==> config.mk <==
export PLATFORM = sky130hd
export DESIGN_NAME = din_debounce_cond_flat
export DESIGN_NICKNAME = d
export VERILOG_FILES = /design/src/rtl/din_debounce_cond_if.sv /design/src/rtl/din_debounce_cond.sv /design/src/flat_wrapper.sv
export SDC_FILE = /design/constraint.sdc
export NUM_CORES = 1
export LEC_CHECK = 0
export BUFFER_PORTS_ARGS = -buffer_cell sky130_fd_sc_hd__buf_2
export CORE_AREA = 8 8 45 47
export CTS_CLUSTER_DIAMETER = 150
export DETAILED_ROUTE_END_ITERATION = 16
export DIE_AREA = 0 0 53 55
export PLACE_DENSITY = 0.85
export SYNTH_ARGS = -nofsm -noshare
export SYNTH_HDL_FRONTEND = slang
export SYNTH_SLANG_ARGS = --single-unit
export TNS_END_PERCENT = 5
==> constraint.sdc <==
create_clock -name clk -period 2.9 [get_ports clk]
set_input_delay 0.87 -clock clk [delete_from_list [all_inputs] [get_ports clk]]
set_output_delay 0.87 -clock clk [all_outputs]
set_load 0.05 [all_outputs]
==> src/rtl/din_debounce_cond_if.sv <==
`default_nettype none
// ============================================================================
//  Module      : din_debounce_cond_if
//  Description : Signal bundle between the input conditioner and its user.
//                The master side drives the raw pin level and the sample
//                tick; the slave side (the conditioner) returns the
//                debounced level, debug state and edge pulses.
//  Revision    : 1.0 - initial release
// ============================================================================
interface din_debounce_cond_if;

    logic       raw_in;      // asynchronous raw input (switch/pin)
    logic       en;          // sample tick
    logic       din_clean;   // debounced level
    logic [1:0] db_state;    // current debounce state (debug)
    logic       busy;        // high while a new level is being qualified
    logic       rise_pulse;  // one-cycle pulse on din_clean 0->1
    logic       fall_pulse;  // one-cycle pulse on din_clean 1->0

    // Stimulus / consumer side
    modport master (
        output raw_in,
        output en,
        input  din_clean,
        input  db_state,
        input  busy,
        input  rise_pulse,
        input  fall_pulse
    );

    // Conditioner side
    modport slave (
        input  raw_in,
        input  en,
        output din_clean,
        output db_state,
        output busy,
        output rise_pulse,
        output fall_pulse
    );

endinterface : din_debounce_cond_if
`default_nettype wire

==> src/rtl/din_debounce_cond.sv <==
`default_nettype none
// ============================================================================
//  Module      : din_debounce_cond
//  Description : Input conditioner for the downstream sequence FSM.
//                Synchronises an asynchronous raw input, rejects glitches
//                with a four-state debounce FSM plus counter, and only moves
//                din_clean once the synchronised level has held for
//                DB_CYCLES en-qualified samples.
//  Options     : `define DEBOUNCE_EDGE_EN to build registered rise/fall
//                pulses; without it both pulse outputs are tied low and no
//                edge logic exists.
//  Revision    : 1.0 - initial release
// ============================================================================
module din_debounce_cond #(
    parameter int SYNC_STAGES = 2,  // synchroniser depth, >= 2
    parameter int DB_CYCLES   = 4,  // qualifying samples, 1 .. 2**CNT_W
    parameter int CNT_W       = 8   // debounce counter width
) (
    input  wire logic            clk,
    input  wire logic            rst,   // asynchronous, active low
    din_debounce_cond_if.slave   dif
);

    // ------------------------------------------------------------------
    // Elaboration-time parameter checks
    // ------------------------------------------------------------------
    generate
        if (SYNC_STAGES < 2) begin : g_chk_sync
            $error("din_debounce_cond: SYNC_STAGES must be >= 2");
        end
        if (DB_CYCLES < 1) begin : g_chk_db_lo
            $error("din_debounce_cond: DB_CYCLES must be >= 1");
        end
        if (longint'(DB_CYCLES) > (longint'(1) << CNT_W)) begin : g_chk_db_hi
            $error("din_debounce_cond: DB_CYCLES must be <= 2**CNT_W");
        end
    endgenerate

    // Terminal count: the sample that reaches it (with en) is the last one
    // needed, so acceptance happens on the DB_CYCLES-th qualifying sample.
    localparam logic [CNT_W-1:0] c_last = CNT_W'(DB_CYCLES - 1);

    // Encoding is visible on db_state, so it is fixed explicitly.
    typedef enum logic [1:0] {
        ST_LO      = 2'b00,
        ST_WAIT_HI = 2'b01,
        ST_HI      = 2'b10,
        ST_WAIT_LO = 2'b11
    } state_t;

    // ------------------------------------------------------------------
    // Synchroniser
    // ------------------------------------------------------------------
    logic [SYNC_STAGES-1:0] r_sync;
    logic                   w_s;

    // Shift the raw pin through the metastability chain.
    always_ff @(posedge clk or negedge rst) begin
        if (!rst) begin
            r_sync <= '0;
        end else begin
            r_sync <= {r_sync[SYNC_STAGES-2:0], dif.raw_in};
        end
    end

    // Only the last flop is safe to use in the clk domain.
    assign w_s = r_sync[SYNC_STAGES-1];

    // ------------------------------------------------------------------
    // Debounce FSM
    // ------------------------------------------------------------------
    state_t           r_state;
    state_t           w_state_nxt;
    logic [CNT_W-1:0] r_cnt;
    logic [CNT_W-1:0] w_cnt_nxt;
    logic             r_clean;
    logic             w_clean_nxt;

    // State, counter and debounced level registers.
    always_ff @(posedge clk or negedge rst) begin
        if (!rst) begin
            r_state <= ST_LO;
            r_cnt   <= '0;
            r_clean <= 1'b0;
        end else begin
            r_state <= w_state_nxt;
            r_cnt   <= w_cnt_nxt;
            r_clean <= w_clean_nxt;
        end
    end

    // Next-state logic. A return of s to the settled level always wins over
    // an acceptance in the same cycle, so a level that toggles exactly at
    // the terminal count is treated as a glitch. The counter is cleared on
    // every state exit, so it can never wrap.
    always_comb begin
        w_state_nxt = r_state;
        w_cnt_nxt   = r_cnt;
        w_clean_nxt = r_clean;

        case (r_state)
            ST_LO: begin
                // Entering the wait state does not consume an en sample.
                if (w_s) begin
                    w_state_nxt = ST_WAIT_HI;
                    w_cnt_nxt   = '0;
                end
            end

            ST_WAIT_HI: begin
                if (!w_s) begin
                    w_state_nxt = ST_LO;
                    w_cnt_nxt   = '0;
                end else if (dif.en) begin
                    if (r_cnt == c_last) begin
                        w_state_nxt = ST_HI;
                        w_clean_nxt = 1'b1;
                        w_cnt_nxt   = '0;
                    end else begin
                        w_cnt_nxt = r_cnt + CNT_W'(1);
                    end
                end
            end

            ST_HI: begin
                if (!w_s) begin
                    w_state_nxt = ST_WAIT_LO;
                    w_cnt_nxt   = '0;
                end
            end

            ST_WAIT_LO: begin
                if (w_s) begin
                    w_state_nxt = ST_HI;
                    w_cnt_nxt   = '0;
                end else if (dif.en) begin
                    if (r_cnt == c_last) begin
                        w_state_nxt = ST_LO;
                        w_clean_nxt = 1'b0;
                        w_cnt_nxt   = '0;
                    end else begin
                        w_cnt_nxt = r_cnt + CNT_W'(1);
                    end
                end
            end

            default: begin
                w_state_nxt = ST_LO;
                w_cnt_nxt   = '0;
                w_clean_nxt = 1'b0;
            end
        endcase
    end

    // ------------------------------------------------------------------
    // Outputs
    // ------------------------------------------------------------------
    assign dif.din_clean = r_clean;
    assign dif.db_state  = r_state;
    assign dif.busy      = (r_state == ST_WAIT_HI) | (r_state == ST_WAIT_LO);

`ifdef DEBOUNCE_EDGE_EN
    logic r_rise;
    logic r_fall;

    // Pulses are registered from the same next-level decision that updates
    // r_clean, so they line up with the first cycle of the new din_clean.
    always_ff @(posedge clk or negedge rst) begin
        if (!rst) begin
            r_rise <= 1'b0;
            r_fall <= 1'b0;
        end else begin
            r_rise <= w_clean_nxt & ~r_clean;
            r_fall <= ~w_clean_nxt & r_clean;
        end
    end

    assign dif.rise_pulse = r_rise;
    assign dif.fall_pulse = r_fall;
`else
    assign dif.rise_pulse = 1'b0;
    assign dif.fall_pulse = 1'b0;
`endif

endmodule : din_debounce_cond
`default_nettype wire

==> src/flat_wrapper.sv <==
// flat-port wrapper written by rule: the top's interface ports become plain ports
module din_debounce_cond_flat 
#(
    parameter int SYNC_STAGES = 2,                             
    parameter int DB_CYCLES   = 4,                                      
    parameter int CNT_W       = 8                            
)
  (clk, rst, dif_raw_in, dif_en, dif_din_clean, dif_db_state, dif_busy, dif_rise_pulse, dif_fall_pulse);
  din_debounce_cond_if dif_i ();
  input  wire logic clk;
  input  wire logic rst;
  input wire logic [$bits(dif_i.raw_in)-1:0] dif_raw_in;
  input wire logic [$bits(dif_i.en)-1:0] dif_en;
  output wire logic [$bits(dif_i.din_clean)-1:0] dif_din_clean;
  output wire logic [$bits(dif_i.db_state)-1:0] dif_db_state;
  output wire logic [$bits(dif_i.busy)-1:0] dif_busy;
  output wire logic [$bits(dif_i.rise_pulse)-1:0] dif_rise_pulse;
  output wire logic [$bits(dif_i.fall_pulse)-1:0] dif_fall_pulse;
  assign dif_i.raw_in = dif_raw_in;
  assign dif_i.en = dif_en;
  assign dif_din_clean = dif_i.din_clean;
  assign dif_db_state = dif_i.db_state;
  assign dif_busy = dif_i.busy;
  assign dif_rise_pulse = dif_i.rise_pulse;
  assign dif_fall_pulse = dif_i.fall_pulse;
  din_debounce_cond #(.SYNC_STAGES(SYNC_STAGES), .DB_CYCLES(DB_CYCLES), .CNT_W(CNT_W)) u_core (.clk(clk), .rst(rst), .dif(dif_i));
endmodule
# Word-level counts from Yosys, hierarchy flattened
# Cells that the tools add are included.
[word_totals]
reg_bits = 13
input_bits = 4
output_inout_bits = 6
[op_classes]
add_sub_neg = 1
eq_ne = 16
n_mux = 23
bitwise = 1
n_reduce_logical = 5
[ops]
columns = ["op", "n"]
rows = [
  ["$mux 8", 6],
  ["$pmux 8 s4", 1],
  ["$mux 2", 8],
  ["$add 8x1->8 const B", 1],
  ["$eq 8x2->1 const B", 1],
  ["$ne 2x1->1 const B", 4],
  ["$ne 2x2->1 const B", 4],
  ["$pmux 2 s4", 1],
  ["$reduce_and 7->1", 1],
  ["$mux 1", 6],
  ["$ne 3x3->1 const B", 2],
  ["$reduce_and 6->1", 1],
  ["$eq 2x2->1 const B", 2],
  ["$ne 3x1->1 const B", 1],
  ["$ne 3x2->1 const B", 1],
  ["$eq 2x1->1 const B", 1],
  ["$logic_not 2->1", 1],
  ["$pmux 1 s2", 1],
  ["$reduce_and 2->1", 1],
  ["$reduce_bool 2->1", 1],
  ["$or 1x1->1", 1],
]

# Longest topological paths before layout
# Gate-level depths: netlist (run 1).
[logic_depth]
depth_word = 5
depth_mapped = 5
mapped_depth_nobuf = 5

# Worst setup path before layout (run 1)
# No wires, ideal clock.
[synth_timing]
kind = "register to output"
startpoint = "register u_core.r_state[0] (netlist: u_core.dif.db_state[0])"
endpoint = "output port dif_busy"
arrival_time_ps = 1146
required_time_ps = 2030
slack_ps = 884
path_stages_with_launch = 2
cell_sequence = "dfrtp_1 -> clkbuf_1"
[synth_between]
elab_chain_len = 2
word_cells_on_any_way = 3
classes_between = "2 x eq/ne; 1 x bitwise"
[synth_lines]
columns = ["element", "line", "source"]
rows = [
  ["from (decl)", "din_debounce_cond.sv:72", "state_t r_state;"],
  ["from (signal assigned)", "din_debounce_cond.sv:86", "r_state <= w_state_nxt;"],
  ["$eq 2x1->1 / $eq 2x2->1 (equally long branches)", "din_debounce_cond.sv:160", "assign dif.busy = (r_state == ST_WAIT_HI) | (r_state == ST_WAIT_LO);"],
  ["$or 1x1->1 *", "din_debounce_cond.sv:160", ""],
  ["to (decl)", "flat_wrapper.sv:16", "output wire logic [$bits(dif_i.busy)-1:0] dif_busy;"],
]
# Every way passes the cells marked *; elsewhere a longest branch is shown, timed or not.

# Final worst setup path (run 1)
[layout_timing]
startpoint = "register u_core.r_state[0] (netlist: u_core.dif.db_state[0])"
endpoint = "output port dif_db_state[0]"
[layout_rtl]
columns = ["element", "line", "source"]
rows = [
  ["to (decl)", "flat_wrapper.sv:15", "output wire logic [$bits(dif_i.db_state)-1:0] dif_db_state;"],
]
# No word-level cell between the ends.

==> results of run 1 <==
-- metal layers --
layer  wire length, um  track usage, %  vias up
li1                  -               -      252
met5                 0               0        -
met2               601            17.2       15
met4                12            7.33        0
met1               552            12.1      250
met3                81            1.60        2
-- layout by cell type, fill, tap and decap left out, drive strengths merged, types with 2 or more instances in the layout --
cell type  count
clkbuf         4
o21ai          6
dfrtp         13
buf            7
conb           2
nor2          11
mux2i          2
o2111ai        2
inv            3
a21oi          2
and2           3
xor2           6
nand3          2
and4           4
-- flip-flops by register name, indices dropped and copies added (netlist names), named ones only --
signal                cells
u_core.r_sync             2
u_core.dif.db_state       1
u_core.dif.din_clean      1
u_core.r_cnt              8
-- worst reg2reg max path, stage by stage, from the launching register on --
cell and delay, ns:
dfrtp_1 0.42, xor2_1 0.68, nor2_1 0.11, a21oi_2 0.26, nor2_1 0.09
-- logic make-up after synthesis --
kind of cell / after synthesis
simple gates: 23
flops: 13
fa+ha+maj: 1
buf+inv: 8
compound gates: 15
mux: 2
xor+xnor: 6
other cells: 1
-- layout make-up --
cell class	instances	share of cell area, %
clock buffers	4	3.43
inverters	3	1.47
multi-input cells	49	45.4
flip-flops and latches	13	42.5
well taps	16	2.61
repair buffers	7	4.58
-- per-stage QoR --
stage | instances | power (mW) | hold slack (ns) | utilization (%) | worst slack, ns
global route | 92 | 0.558 | 0.380 | 55.3 | 0.760
detailed placement | 88 | 0.425 | 0.343 | 53.4 | 1.04
CTS | 92 | 0.529 | 0.364 | 55.3 | 0.810
finish | 92 | 0.523 | 0.359 | 55.3 | 0.819
global placement | 88 | 0.418 | 0.346 | 53.4 | 1.08
floorplan | 70 | 0.391 | 0.331 | - | 0.884
-- where the power goes --
group          switching (mW)  internal [mW]  total [mW]
Clock                  0.0513         0.0531       0.104
Combinational           0.130         0.0484       0.178
Sequential             0.0366          0.204       0.241
-- how the worst max path moves through the flow --
stage / startpoint / endpoint / slack [ns] / cells past startpoint
after floorplan: u_core.dif.db_state[0]$_DFFE_PN0P_ / dif_busy / 0.88 / 1
after global placement: dif_en / u_core.r_cnt[4]$_DFFE_PN0P_ / 1.08 / 5
after detailed placement: dif_en / u_core.r_cnt[2]$_DFFE_PN0P_ / 1.04 / 5
after CTS: u_core.dif.db_state[0]$_DFFE_PN0P_ / dif_db_state[0] / 0.81 / 1
after global routing: u_core.dif.db_state[0]$_DFFE_PN0P_ / dif_db_state[0] / 0.76 / 1
final: u_core.dif.db_state[0]$_DFFE_PN0P_ / dif_db_state[0] / 0.82 / 1
==> flow_summary.json, run 1 <==
{
  "hold_end": "u_core.r_sync[1]$_DFF_PN0_",
  "clock_sinks": 13,
  "status": "finished, final reports clean",
  "rows": 14,
  "gr-total-overflow": 0,
  "hold_depth": 0,
  "areaGrowthSynthToFinish_pct": 7.56,
  "final-seq-area_um2": 325,
  "setup_violations": 0,
  "cts_root_buffer": "clkbuf_4",
  "rsz0062_at_grt": "no",
  "drc": 0,
  "crit_type": "reg2out",
  "tritoncts": "built",
  "ctsResizeCount": 0,
  "port_buffers": 7,
  "async_flop_share_pct": 100,
  "p_leak_nw": 0.363,
  "via_count": 519,
  "cts_buffers": 3,
  "synth_top_family_by_area": "simple AND/OR/NAND/NOR gates",
  "critPathMaxStageDelay_ns": 0.60,
  "cap_violations": 0,
  "vdd_drop_max_uv": 431,
  "grt_pass1_vias": 549,
  "htree_levels": 1,
  "cp_data_arrival_time_ns": 1.21,
  "fmax_mhz": 481,
  "grt_antenna_before_repair": 0,
  "synth-edff-count": 0,
  "initial_core_util_pct": 51.4,
  "finalHoldViolations": 0,
  "grt.total_usage_pct": 10.4,
  "insertion_delay_ns": 0.27,
  "required_ns": 2.03,
  "reg2reg_slack_ns": 1.21,
  "hold_class": "reg2reg",
  "grt_pass1_wl_mm": 2.27,
  "clkTransAtPathRegs_ns": 0.08,
  "top_level_ports": 10,
  "die_area_um2": 2920,
  "drt_iter0_drc": 13,
  "die_h_um": 55,
  "ys_ff_latch": 13,
  "drive_gt1_share_pct": 21.1,
  "firstDrtPassIters": 4,
  "dp_hpwl_um": 966,
  "core_um2": 1380,
  "clock_path_buffers": 2,
  "post_cts_buffers": 0,
  "nFillCells": 122,
  "die_w_um": 53,
  "drt_wl_total_mm": 1.25,
  "routedWlPerCell_um": 13.6,
  "synth_ff_type": "dfrtp_1",
  "synthSimpleGateAreaFrac_pct": 21.1,
  "tns_ns": 0,
  "antenna_left": 0,
  "yosysTopAreaCell": "dfrtp_1",
  "synth_cell_type_count": 28,
  "finalCriticalPeriod_ns": 2.08,
  "ff2ff_path_depth": 4,
  "synth.yosys.warnings": 0,
  "power_density_nw_per_um2": 684,
  "period_share_pct": 71.7,
  "synth.cell_area_um2": 712,
  "nNetsFinal": 82,
  "hold_start": "u_core.r_sync[0]$_DFF_PN0_",
  "multi_input_area_um2": 348,
  "cp-end-kind": "output pin",
  "muxShareOfSynthArea_pct": 2.81,
  "r2r-end": "u_core.r_cnt[2]$_DFFE_PN0P_",
  "grt_max_degree": 15,
  "stdcell_area_um2": 766,
  "clock_skew_ns": 0.0103,
  "crit_fanout": 14,
  "netlist.area_leader.share_pct": 45.7,
  "cp_top_family": "flip-flops",
  "relSlewSlack_pct": 45.0,
  "worstMarginPinSlew_ns": 0.823,
  "postCtsHoldBufs": 0,
  "yosysSeqAreaShare_pct": 45.7,
  "insertedDiodeCount": 0,
  "netlist_top_cells_area": "dfrtp_1 46%, xor2_1 7.4%, and4_1 4.9%",
  "path_buf_inv": 1,
  "synth_cells": 69,
  "vias_per_cell": 5.64,
  "path_cells": "buf_2",
  "slowest_stage": "dfrtp_1",
  "globalplace.congestion": 0.847,
  "placed_area_um2": 739,
  "synth.most_common_cell": "dfrtp_1",
  "drv_slew": 0,
  "yosys-top-cells-count": "13 x dfrtp_1, 9 x nor2_1, 6 x xor2_1",
  "syn_area_per_cell_um2": 10.3,
  "synthXorXnorAreaFrac_pct": 7.38,
  "synthAdderAreaFrac_pct": 1.76,
  "start_kind": "register",
  "synth-compound-area-share_pct": 14.8
}
No activity file was read; power rests on OpenSTA's default activity.
==> inputs of run 2 (changes only) <==
--- a/config.mk
+++ b/config.mk
@@ -6,10 +6,10 @@
 export NUM_CORES = 1
 export LEC_CHECK = 0
 export BUFFER_PORTS_ARGS = -buffer_cell sky130_fd_sc_hd__buf_2
-export CORE_AREA = 8 8 45 47
+export CORE_MARGIN = 8
+export CORE_UTILIZATION = 53
 export CTS_CLUSTER_DIAMETER = 150
 export DETAILED_ROUTE_END_ITERATION = 16
-export DIE_AREA = 0 0 53 55
 export PLACE_DENSITY = 0.85
 export SYNTH_ARGS = -nofsm -noshare
 export SYNTH_HDL_FRONTEND = slang
==> constraint.sdc (replaced) <==
create_clock -name clk -period 2.05 [get_ports clk]
set_input_delay 0.615 -clock clk [delete_from_list [all_inputs] [get_ports clk]]
set_output_delay 0.615 -clock clk [all_outputs]
set_load 0.05 [all_outputs]
==> run 2 against run 1 <==
  * Via count is 0.58% lower
  * Core utilization rose by 4.7 points
  * Total power rose by 44%
  * Clock-buffer cell count unchanged
  * Critical path depth did not move
  * Combinational power increased by 44%
  * Die area is 4.9% lower
  * Global-route usage increased by 0.28 points
  * Sequential cell count did not move
  * Clock power is 50% higher
==> flow_summary.json, run 2 (synthesis gave the netlist of run 1 again) <==
{
  "initial_core_util_pct": 55.4,
  "critPathMaxStageDelay_ns": 0.62,
  "hold_class": "in2async",
  "die_w_um": 52.7,
  "cp_top_family": "flip-flops",
  "ctsResizeCount": 0,
  "core_um2": 1280,
  "cts_buffers": 3,
  "slowest_stage": "dfrtp_1",
  "top_level_ports": 10,
  "placed_area_um2": 746,
  "grt_pass1_wl_mm": 2.16,
  "finalHoldViolations": 0,
  "regMostFlops": "u_core.r_cnt",
  "finalCriticalPeriod_ns": 1.87,
  "insertion_delay_ns": 0.28,
  "postCtsHoldBufs": 0,
  "final_cell_mix": "13 x dfrtp_1, 9 x nor2_1, 7 x buf_2, 6 x xor2_1, 4 x and4_1",
  "grt_max_degree": 15,
  "setup_violations": 0,
  "post_cts_buffers": 0,
  "tns_ns": 0,
  "globalplace.congestion": 0.849,
  "nNetsFinal": 83,
  "power_density_nw_per_um2": 977,
  "areaGrowthSynthToFinish_pct": 8.44,
  "start_kind": "register",
  "gr-total-overflow": 0,
  "drc": 0,
  "largest_reg_flops": 8,
  "path_cells": "buf_2",
  "path_buf_inv": 1,
  "tritoncts": "built",
  "drive_gt1_share_pct": 22.1,
  "grt.total_usage_pct": 10.7,
  "drt_wl_total_mm": 1.27,
  "reg.largest.list": "u_core.r_cnt x8, u_core.r_sync x2",
  "antenna_left": 0,
  "insertedDiodeCount": 0,
  "fmax_mhz": 536,
  "port_buffers": 7,
  "die_h_um": 52.7,
  "clock_sinks": 13,
  "htree_levels": 1,
  "rows": 13,
  "p_leak_nw": 0.368,
  "required_ns": 1.43,
  "routedWlPerCell_um": 13.8,
  "drt_iter0_drc": 16,
  "cap_violations": 0,
  "vdd_drop_max_uv": 394,
  "dp_hpwl_um": 945,
  "crit_type": "reg2out",
  "firstDrtPassIters": 4,
  "cp-end-kind": "output pin",
  "rsz0062_at_grt": "no",
  "via_count": 516,
  "period_share_pct": 91.1,
  "clock_skew_ns": 0.00475,
  "vias_per_cell": 5.61,
  "die_area_um2": 2770,
  "clkTransAtPathRegs_ns": 0.08,
  "clock_path_buffers": 2,
  "drv_slew": 0,
  "cp_data_arrival_time_ns": 1.25,
  "grt_pass1_vias": 519,
  "status": "finished, final reports clean",
  "cts_root_buffer": "clkbuf_4",
  "crit_fanout": 14,
  "stdcell_area_um2": 772,
  "mostFrequentLayoutCell": "dfrtp_1",
  "grt_antenna_before_repair": 0
}
run 2: cell count changes in the layout (fill, tap and decap cells not counted):
cell,before,now
buf_4,0,1
run 2: power breakdown:
group / internal [mW] / switching, mW
sequential: 0.288 / 0.0529
combinational: 0.0756 / 0.182
clock: 0.0755 / 0.0802
run 2: path summary, 6_finish.rpt:
| kind | slack (ns) | endpoint | depth (start not counted) | from |
|---|---|---|---|---|
| hold reg to reg | 0.36 | u_core.r_sync[1]$_DFF_PN0_ | 0 | u_core.r_sync[0]$_DFF_PN0_ |
| max in group asynchronous | 1.61 | u_core.r_cnt[2]$_DFFE_PN0P_ | 1 | rst |
| hold / removal | 0.21 | u_core.r_cnt[3]$_DFFE_PN0P_ | 1 | rst |
| setup reg to reg | 0.60 | u_core.r_cnt[6]$_DFFE_PN0P_ | 5 | u_core.r_cnt[0]$_DFFE_PN0P_ |
| setup / recovery | 0.18 | dif_busy | 1 | u_core.dif.db_state[0]$_DFFE_PN0P_ |
| min in group clk | 0.36 | u_core.r_sync[1]$_DFF_PN0_ | 0 | u_core.r_sync[0]$_DFF_PN0_ |
run 2: cell type report:
cell class | count | area [um2]
Inverter | 3 | 11.3
Fill cell | 121 | 513
Tap cell | 15 | 18.8
Timing Repair Buffer | 8 | 42.5
Sequential cell | 13 | 325
Multi-Input combinational cell | 49 | 348
Clock buffer | 4 | 26.3
run 2: metal layers:
layer | track usage, % | vias up | wire [um]
met5 | 0 | - | 0
met4 | 7.76 | 0 | 51
met3 | 3.69 | 7 | 74
met2 | 17.4 | 13 | 587
met1 | 11.1 | 240 | 558
li1 | - | 256 | -
run 2: through the flow:
| stage | instances | power [mW] | util (%) | setup WS [ns] | hold slack (ns) |
|---|---|---|---|---|---|
| floorplan | 70 | 0.553 | - | 0.289 | 0.319 |
| global placement | 88 | 0.595 | 58.0 | 0.498 | 0.332 |
| detailed placement | 88 | 0.605 | 58.0 | 0.422 | 0.337 |
| CTS | 92 | 0.765 | 60.1 | 0.177 | 0.212 |
| global route | 92 | 0.806 | 60.1 | 0.122 | 0.223 |
| finish | 92 | 0.754 | 60.1 | 0.183 | 0.207 |
